[config.mk]
export PLATFORM = sky130hd
export DESIGN_NAME = lut_sweeper
export DESIGN_NICKNAME = d
export VERILOG_FILES = /design/src/rtl/lut_sweeper.sv
export SDC_FILE = /design/constraint.sdc
export NUM_CORES = 1
export LEC_CHECK = 0
export BUFFER_PORTS_ARGS = -buffer_cell sky130_fd_sc_hd__buf_4
export CAP_MARGIN = 20
export CORE_MARGIN = 10
export CORE_UTILIZATION = 35
export CTS_BUF_LIST = sky130_fd_sc_hd__clkbuf_4
export CTS_CLUSTER_DIAMETER = 150
export CTS_CLUSTER_SIZE = 8
export DETAILED_ROUTE_END_ITERATION = 6
export PLACE_DENSITY = 0.5
export RECOVER_POWER = 25
export SLEW_MARGIN = 20
export SYNTH_ARGS = -nofsm -noshare
export SYNTH_HDL_FRONTEND = slang
export SYNTH_SLANG_ARGS = --single-unit
[constraint.sdc]
create_clock -name clk -period 2.18 [get_ports clk]
set_input_delay 0.218 -clock clk [delete_from_list [all_inputs] [get_ports clk]]
set_output_delay 0.218 -clock clk [all_outputs]
set_load 0.02 [all_outputs]
[src/rtl/lut_sweeper.sv]
// Programmable multi-output LUT with a handshaked full truth-table sweep and a single-vector evaluation port.
// Optional row parity output enabled by defining LUT_SWEEPER_PARITY_EN.
module lut_sweeper #(
   parameter int N_IN  = 4,
   parameter int N_OUT = 3,
   localparam int DEPTH = 1 << N_IN,
   localparam int SEL_W = (N_OUT > 1) ? $clog2(N_OUT) : 1
) (
   input  logic              clk,
   input  logic              rst_n,
   input  logic              cfg_valid,
   input  logic [SEL_W-1:0]  cfg_sel,
   input  logic [DEPTH-1:0]  cfg_data,
   input  logic              start,
   output logic              busy,
   output logic              row_valid,
   input  logic              row_ready,
   output logic [N_IN-1:0]   row_idx,
   output logic [N_OUT-1:0]  row_out,
   output logic              done,
   input  logic              eval_valid,
   input  logic [N_IN-1:0]   eval_in,
   output logic              eval_out_valid,
`ifdef LUT_SWEEPER_PARITY_EN
   output logic              row_par,
`endif
   output logic [N_OUT-1:0]  eval_out
);

   typedef enum logic [1:0] {IDLE, SWEEP, DONE} state_t;

   localparam logic [N_IN-1:0] LAST_IDX = {N_IN{1'b1}};

   state_t                        state;
   logic [N_OUT-1:0][DEPTH-1:0]   lut_reg;
   logic [N_OUT-1:0][DEPTH-1:0]   lut_next;
   logic [N_OUT-1:0]              row_first;
   logic [N_OUT-1:0]              row_step;
   logic [N_OUT-1:0]              eval_rd;
   logic [N_IN-1:0]               idx_inc;

   assign idx_inc = row_idx + 1'b1;

   // row_first looks through the same-cycle write so a start coinciding with cfg sees the new column.
   for (genvar gi = 0; gi < N_OUT; gi++) begin : g_col
      assign lut_next[gi]  = (cfg_valid && (cfg_sel == SEL_W'(gi))) ? cfg_data : lut_reg[gi];
      assign row_first[gi] = lut_next[gi][0];
      assign row_step[gi]  = lut_reg[gi][idx_inc];
      assign eval_rd[gi]   = lut_reg[gi][eval_in];
   end

   always_ff @(posedge clk or negedge rst_n) begin
      if (!rst_n) begin
         state          <= IDLE;
         busy           <= 1'b0;
         row_valid      <= 1'b0;
         row_idx        <= '0;
         row_out        <= '0;
         done           <= 1'b0;
         eval_out_valid <= 1'b0;
         eval_out       <= '0;
         lut_reg        <= '0;
      end else begin
         eval_out_valid <= eval_valid;
         if (eval_valid)
            eval_out <= eval_rd;

         case (state)
            IDLE: begin
               lut_reg <= lut_next;
               if (start) begin
                  state     <= SWEEP;
                  busy      <= 1'b1;
                  row_valid <= 1'b1;
                  row_idx   <= '0;
                  row_out   <= row_first;
               end
            end
            SWEEP: begin
               if (row_ready) begin
                  if (row_idx == LAST_IDX) begin
                     state     <= DONE;
                     row_valid <= 1'b0;
                     done      <= 1'b1;
                  end else begin
                     row_idx <= idx_inc;
                     row_out <= row_step;
                  end
               end
            end
            DONE: begin
               state <= IDLE;
               busy  <= 1'b0;
               done  <= 1'b0;
            end
            default: state <= IDLE;
         endcase
      end
   end

`ifdef LUT_SWEEPER_PARITY_EN
   assign row_par = ^row_out;
`endif

endmodule
======== After elaboration in Yosys (flattened, before gate mapping) ========
Index checks and enable logic that the tools add are counted.
cells by class
  add/subtract/negate cells ............... 1
  muxes and demuxes ....................... 35
  magnitude comparators ................... 2
  reductions and logical operators ........ 16
  equal/unequal tests ..................... 9
operators with widths
  kind                 count
  $bmux 1 s4           6
  $mux 1               14
  $mux 4               3
  $lt 4x5->1 const B   2
  $mux 3               3
  $ne 2x2->1 const B   4
  $pmux 4 s2           1
  $reduce_and 2->1     4
  $reduce_and 4->1     2
  $mux 2               3
  $pmux 1 s2           3
  $pmux 3 s2           1
  $reduce_and 3->1     2
  $reduce_bool 2->1    3
  $add 4x1->4 const B  1
  $eq 2x1->1 const B   2
  $eq 2x2->1 const B   2
  $eq 4x4->1 const B   1
  $logic_not 2->1      2
  $pmux 2 s2           1
  $logic_and 1x1->1    3
storage, ports and cells
  input port bits ......................... 28
  flip-flop bits (word level) ............. 64

======== Longest topological paths before layout ========
Gate-level depths: netlist of run 1.
  word-level depth ........................ 6
  mapped depth ............................ 7

======== Least setup slack after synthesis of run 1 ========
Ideal clock, no wire load.
  path type ............................... register -> register
  from .................................... reg row_idx[1]
  to ...................................... reg row_out[2]
  clock period less this slack ............ 2.117 ns
  path buffers ............................ 1
  library setup time ...................... 0.121 ns
  stages on the path, launching flop included .. 7
  data arrival time ....................... 1.996 ns
  path slack .............................. 0.063 ns
  cells stage by stage .................... dfrtp_1 > ha_1 > buf_2 > mux4_2 > mux2i_1 > a22oi_1 > a22o_1
between the ends
  word-level cells in the longest chain between the ends .. 6
  elaborated cells between the ends (all ways) .. 9
RTL lines
  element                       RTL line  text
  start, declared               18        output logic [N_IN-1:0] row_idx,
  start signal, assigned        86        row_idx <= idx_inc;
  $add 4x1->4                   42        assign idx_inc = row_idx + 1'b1;
  $bmux 1 s4                    48        assign row_step[gi] = lut_reg[gi][idx_inc];
  $mux 1 (not written as such)  48
  $mux 3                        81        if (row_idx == LAST_IDX) begin
  $mux 3                        80        if (row_ready) begin
  $pmux 3 s2                    68        case (state)
  end signal, assigned          76        row_out <= row_first;
  end signal, assigned          87        row_out <= row_step;
  end, declared                 19        output logic [N_OUT-1:0] row_out,
Parallel ways exist; a longest one is shown, timed or not. The select of a mux whose other input is x is not followed.
A chain may end at the register's enable or synchronous reset.

======== Worst setup path in the final report of run 1 ========
  from .................................... reg row_idx[0]
  to ...................................... reg row_out[2]
The elaborated chain is that of the path after synthesis.

==> impl_results.md, run 1 <==
* DRT Pass-1 Iters at 4
* Drt drc at 0
* CTS Buf Count at 9
* Slew margin rel. at -6.31%
* Fill cells at roughly 860
* Adder-cell share of the synthesized area at 0.383%
* Clock Tree Buf Depth at 2
* CTS sink count at 64
* Antenna cells at 0
* Syn. warnings at 0
* Vias in the first global route at 2,185
* Routed Wire Length at about 7500 um
* CP Max Fanout at 7
* CTS tree: done
* Area growth, synth to finish at 18.0%
* Post-synthesis mux area share at approximately two fifths
* H-tree depth at 3
* Critical Path Sink Type: register
* CP startpoint kind: register
* First-pass GRT wire length at ~12,000 um
* # IOs at 42
* Via density per instance at approximately 5.3
* Delay-heaviest family, CP: multiplexers
* IO Port Bufs at just over 40
* Chip width at 117 um
* Setup TNS at 0 ps
* Clk_skew at about 11 ps
* Compound-Gate Fraction of Synth Area at between 3 and 4%
* Initial drt markers at 139
* Std-Cell Rows at 35
* Max Fclk at 491 MHz
* Clk pin slew, worst setup/hold paths at ~110 ps
* Hold Path Class: input pin to register
* Final setup vio count at 0
* Via Count at about 2,000
* Pwr per Cell Area at roughly 1400 mW/mm^2
* Overflow after GRT at 0
* Post CTS Setup Buffer Count at 0
* Die Y at 117 um
* VDD IR max at about 540 uV
* Largest stage delay, worst path at ~500 ps
* Slew at the pin closest to its max-slew limit at 1590 ps
* Kind of critical path: register to register
* Routed Antenna Nets at 0
* Worst path cell trace: ha_1 -> buf_4 -> mux4_2 -> mux2i_1 -> a22oi_1 -> a22o_1
* Post-Synth Simple-Gate Area at under 10%
* RSZ-0062 raised after global routing: no
* Critical path buffer and inverter count at 1
* Place WS at 176 ps
* Syn avg cell area at about 15 um^2
* Initial core utilization at approximately 36%
* Fin crit share at between 90% and 100%
* Status: finished with violations
* Cts repair resizes at 0
* GRT Util Overall at roughly an eighth
* Main combinational cell family by area after synthesis: multiplexers
* Commonest non-fill, non-tap cell in the layout: dfrtp_1
* Final hold slack at just under 40 ps
* Post-Synth XOR/XNOR Area at less than 1%
* Sequential-to-total area share from yosys stat at 49.0%
* Share of cells above drive strength 1 at between 50 and 60%
* Largest net degree at the start of global routing at 65
* Max Cap Viol at 1
* Worst-Skew Late Latency at around 420 ps
* Multi-input logic area at approximately 0.0016 mm^2
* Synthesized area at 0.00327 mm^2
* Post-DP HPWL at between 5000 and 6000 um
* Layout Cells excl Fill at between 300 and 400
* Syn Inst Count at between 200 and 250
* Syn nets at 245
* Root buf cell: clkbuf_4
* Failing checks: max-capacitance violations, max-slew violations
* Die area at about 0.014 mm^2
* Worst EP arrival at roughly 2400 ps
* Max-slew violation count at 65
* #FFs+latches synth at between 60 and 70
* Most frequent cells in the layout: dfrtp_1 (64), mux2_2 (55), buf_4 (47)
* Average routed wire per standard cell at between 15 and 20 um
* Max reg flops at 48
* Worst setup margin at about 140 ps
* Post-Place Cells at about 360
* Design Power at 5.36 mW
* Synth unique cells at 28
* NumNets Final at between 200 and 300
* Final Hold Fails at 0
* Register area at between 0.0015 and 0.002 mm^2
* Core area at between 0.009 and 0.01 mm^2
* Slowest CP cell: mux4_2
* GPL Wtd Cong at about 0.76
* Initial antenna violation count at 0
* WP data required at 2490 ps
* Period minus WS final at ~2000 ps
* Leakage at between 1.5 and 2 nW
-- cell type report --
cell class	count	area share (%)
Sequential cell	64	41.5
Inverter	4	0.389
Clock buffer	12	2.33
Timing Repair Buffer	51	9.89
Clock inverter	4	1.17
Tap cell	111	3.60
Multi-Input combinational cell	136	41.1
-- where the power goes --
part           internal [mW]  switching, mW
Clock                  0.382          0.417
Sequential              1.71          0.442
Combinational           1.44          0.972
-- per-layer routing --
layer	wire length, um	vias to the layer above	part of all wire (%)	track usage, %
met5	0	-	0	0
met4	78	0	1.0	3.21
met3	489	9	6.5	4.78
met2	3440	41	46	18.4
met1	3530	1052	47	15.5
li1	-	939	-	-
-- kinds of logic (layout without fill, tap and decap cells) --
logic type,after synthesis,in the layout
AOI/OAI and AO/OA,21,21
xor gates and xnor gates,2,2
adders and majority gates,1,1
buffers and inverters,16,71
DFF,64,64
muxes,88,88
and+or+nand+nor,24,24
-- worst paths after layout --
path	from	endpoint	slack [ps]	cells past startpoint
max in group asynchronous	rst_n	lut_reg[15]$_DFFE_PN0P_	480	2
min reg2reg	busy$_DFFE_PN0P_	busy$_DFFE_PN0P_	520	2
min in group asynchronous	rst_n	state[0]$_DFFE_PN0P_	750	2
max reg2reg	row_idx[0]$_DFFE_PN0P_	row_out[2]$_DFFE_PN0P_	140	6
max	row_idx[0]$_DFFE_PN0P_	row_out[2]$_DFFE_PN0P_	140	6
min	cfg_data[7]	lut_reg[39]$_DFFE_PN0P_	40	2
-- through the flow --
step | utilization, % | area [um^2]
2_1_floorplan | - | 3270
3_3_place_gp | 40.5 | 3710
3_5_place_dp | 40.5 | 3710
4_1_cts | 42.2 | 3870
5_1_grt | 42.2 | 3860
6_report | 42.2 | 3860
-- cell usage after synthesis --
cell	instances	area (um^2)
a21o_1	1	7.51
a21oi_1	2	10.0
a22o_1	2	17.5
a22oi_1	3	22.5
a2bb2oi_1	1	8.76
a32oi_1	1	8.76
and2_1	1	6.26
and3_1	1	6.26
buf_2	5	25.0
buf_6	2	22.5
clkbuf_1	5	18.8
dfrtp_1	64	1600
ha_1	1	12.5
inv_1	4	15.0
mux2_2	55	619
mux2i_1	6	60.1
mux4_1	4	105
mux4_2	23	518
nand2_1	6	22.5
nand2b_1	2	12.5
nand3_1	4	20.0
nand3b_1	1	7.51
nand4_1	2	12.5
nor2_1	4	15.0
nor2b_1	2	12.5
nor3_2	1	10.0
o21ai_0	11	55.1
xor2_1	2	17.5
-- what timing repair did --
item | 4_1_cts | 5_1_grt
hold buffers | 2 | 0
hold endpoints to repair | 65 | 0
endpoints found under the setup margin | 0 | 0
Power figures use the tool's default switching activity.
==> run 2: changes to the inputs <==
Settings changed: CORE_MARGIN 10 to 4.
==> impl_results.md, run 2 (synthesis results as in run 1) <==
* CTS tree: done
* Via density per instance at 5.41 (+1.2%)
* H-tree depth at 3 (unchanged)
* Worst R2R End: row_out[1]$_DFFE_PN0P_
* Worst-Skew Late Latency at 420 ps (about the same)
* Drt drc at 0 (unchanged)
* Std-Cell Rows at 35 (unchanged)
* Area growth, synth to finish at 18.5%
* Initial core utilization at 35.7% (unchanged)
* Placed Instance Area at 0.00374 mm^2 (+0.67%)
* Slew margin rel. at -6.26% (+0.045 points)
* Average routed wire per standard cell at 19.6 um (-0.64%)
* Hold Path Class: input pin to register
* Core area at 0.00915 mm^2 (unchanged)
* Die area at 0.0110 mm^2 (-20%)
* Routed Wire Length at 7490 um (-0.64%)
* Max-slew violation count at 65 (unchanged)
* # IOs at 42 (unchanged)
* Slew at the pin closest to its max-slew limit at 1590 ps (-0.679 ps)
* Via Count at 2,066 (+1.2%)
* Commonest non-fill, non-tap cell in the layout: dfrtp_1
* RSZ-0062 raised after global routing: no
* Clk_skew at 17.4 ps (+6.27 ps)
* Initial antenna violation count at 0 (unchanged)
* IO Port Bufs at 41 (unchanged)
* Die Y at 105 um (-10%)
* Setup TNS at 0 ps (unchanged)
* Cts repair resizes at 0 (unchanged)
* Initial drt markers at 71 (-49%)
* GRT Util Overall at 14.9% (+2.8 points)
* Worst EP arrival at 2290 ps (-60 ps)
* Clk pin slew, worst setup/hold paths at 110 ps (about the same)
* Fin area at 0.00388 mm^2 (+0.42%)
* Critical Path Sink Type: register
* Hold Path Depth at 2 (unchanged)
* Antenna cells at 0 (unchanged)
* Post-DP HPWL at 5420 um (-2.1%)
* Root buf cell: clkbuf_4
* CP startpoint kind: register
* Routed Antenna Nets at 0 (unchanged)
* Final Hold Fails at 0 (unchanged)
* Chip width at 105 um (-10%)
* Fill cells at 850 (-0.58%)
* Most frequent cells in the layout: dfrtp_1 (64), mux2_2 (55), buf_4 (44)
* Overflow after GRT at 0 (unchanged)
* GPL Wtd Cong at 0.741 (-2.9%)
* RR Startpoint: row_idx[0]$_DFFE_PN0P_
* Largest net degree at the start of global routing at 65 (unchanged)
* Kind of critical path: register to register
* Period minus WS final at 2000 ps (-39.6 ps)
* Setup slack, reg-to-reg at 180 ps (+40 ps)
* Final setup vio count at 0 (unchanged)
* Status: finished with violations
* Max Fclk at 501 MHz (+2.0%)
* VDD IR max at 573 uV (+5.7%)
* Hold Path Sink: lut_reg[42]$_DFFE_PN0P_
* Clock Tree Buf Depth at 2 (unchanged)
* Pwr per Cell Area at 1390 mW/mm^2 (-0.22%)
* Fin crit share at 91.6% (-1.8 points)
* Share of cells above drive strength 1 at 51.7% (-0.37 points)
* Failing checks: max-capacitance violations, max-slew violations
* CTS sink count at 64 (unchanged)
* NumNets Final at 295 (unchanged)
* CP Max Fanout at 13 (+6)
* R2R cell count at 6 (unchanged)
* Vias in the first global route at 2,238 (+2.4%)
* WP data required at 2470 ps (-20 ps)
* Max Cap Viol at 1 (unchanged)
* Final core occ at 42.4% (+0.18 points)
* Max reg flops at 48 (unchanged)
* First-pass GRT wire length at 12,400 um (about the same)
* DRT Pass-1 Iters at 4 (unchanged)
* HP Start: cfg_data[10]
* Worst setup path start: row_idx[0]$_DFFE_PN0P_
* CTS Buf Count at 9 (unchanged)
* Post CTS Setup Buffer Count at 0 (unchanged)
* Leakage at 1.76 nW (+0.60%)
==> run 2: changes by cell type in the layout (fill, tap and decap cells not counted), sizes merged <==
| cell | before | now |
|---|---|---|
| clkinvlp | 1 | 0 |
| buf | 47 | 46 |
| clkinv | 2 | 4 |
==> run 2: worst max path at each step <==
stage	depth (start not counted)	slack, ps	end
floorplan	6	60	row_out[2]$_DFFE_PN0P_
global placement	6	220	row_out[1]$_DFFE_PN0P_
detailed placement	6	180	row_out[1]$_DFFE_PN0P_
CTS	6	170	row_out[1]$_DFFE_PN0P_
global route	6	70	row_out[1]$_DFFE_PN0P_
finish	6	180	row_out[1]$_DFFE_PN0P_
==> run 2: what timing repair did <==
action,4_1_cts,5_1_grt
endpoints found under the setup margin,0,0
hold buffers,2,0
endpoints found under the hold margin,65,0
==> run 2: layer usage <==
layer | global-route usage, % | vias up | share of wire, %
met5 | 0 | - | 0
met4 | 6.19 | 0 | 1.8
met3 | 3.89 | 11 | 5.0
met2 | 22.8 | 48 | 47
met1 | 20.1 | 1071 | 46
li1 | - | 936 | -
==> run 2: critical path, stage by stage, from the launching register on <==
cell	delay [ps]
dfrtp_1	390
ha_1	330
buf_12	160
mux4_2	490
mux2_2	260
a22oi_1	150
o21ai_0	90
==> run 2: stage by stage <==
step	hold slack [ps]	worst slack, ps	std cells	total power, mW
after global routing	31.0	72.7	382	5.74
after floorplan	-77.6	62.8	216	3.82
after CTS	18.9	167	382	5.46
final	39.9	184	382	5.37
after global placement	368	219	364	4.62
after detailed placement	366	184	364	4.67
==> run 2: final cells by class <==
class | instances | area [um^2] | area share (%)
multi-input cells | 136 | 1590 | 41.0
flip-flops and latches | 64 | 1600 | 41.3
clock inverters | 5 | 47.5 | 1.23
clock buffers | 11 | 82.6 | 2.13
repair buffers | 51 | 403 | 10.4
inverters | 4 | 15.0 | 0.387
well taps | 111 | 139 | 3.58
==> run 2: power by group <==
| part | leakage (nW) | internal [mW] | switching (mW) |
|---|---|---|---|
| sequential | 0.804 | 1.71 | 0.426 |
| combinational | 0.877 | 1.47 | 0.987 |
| clock | 0.0757 | 0.365 | 0.418 |
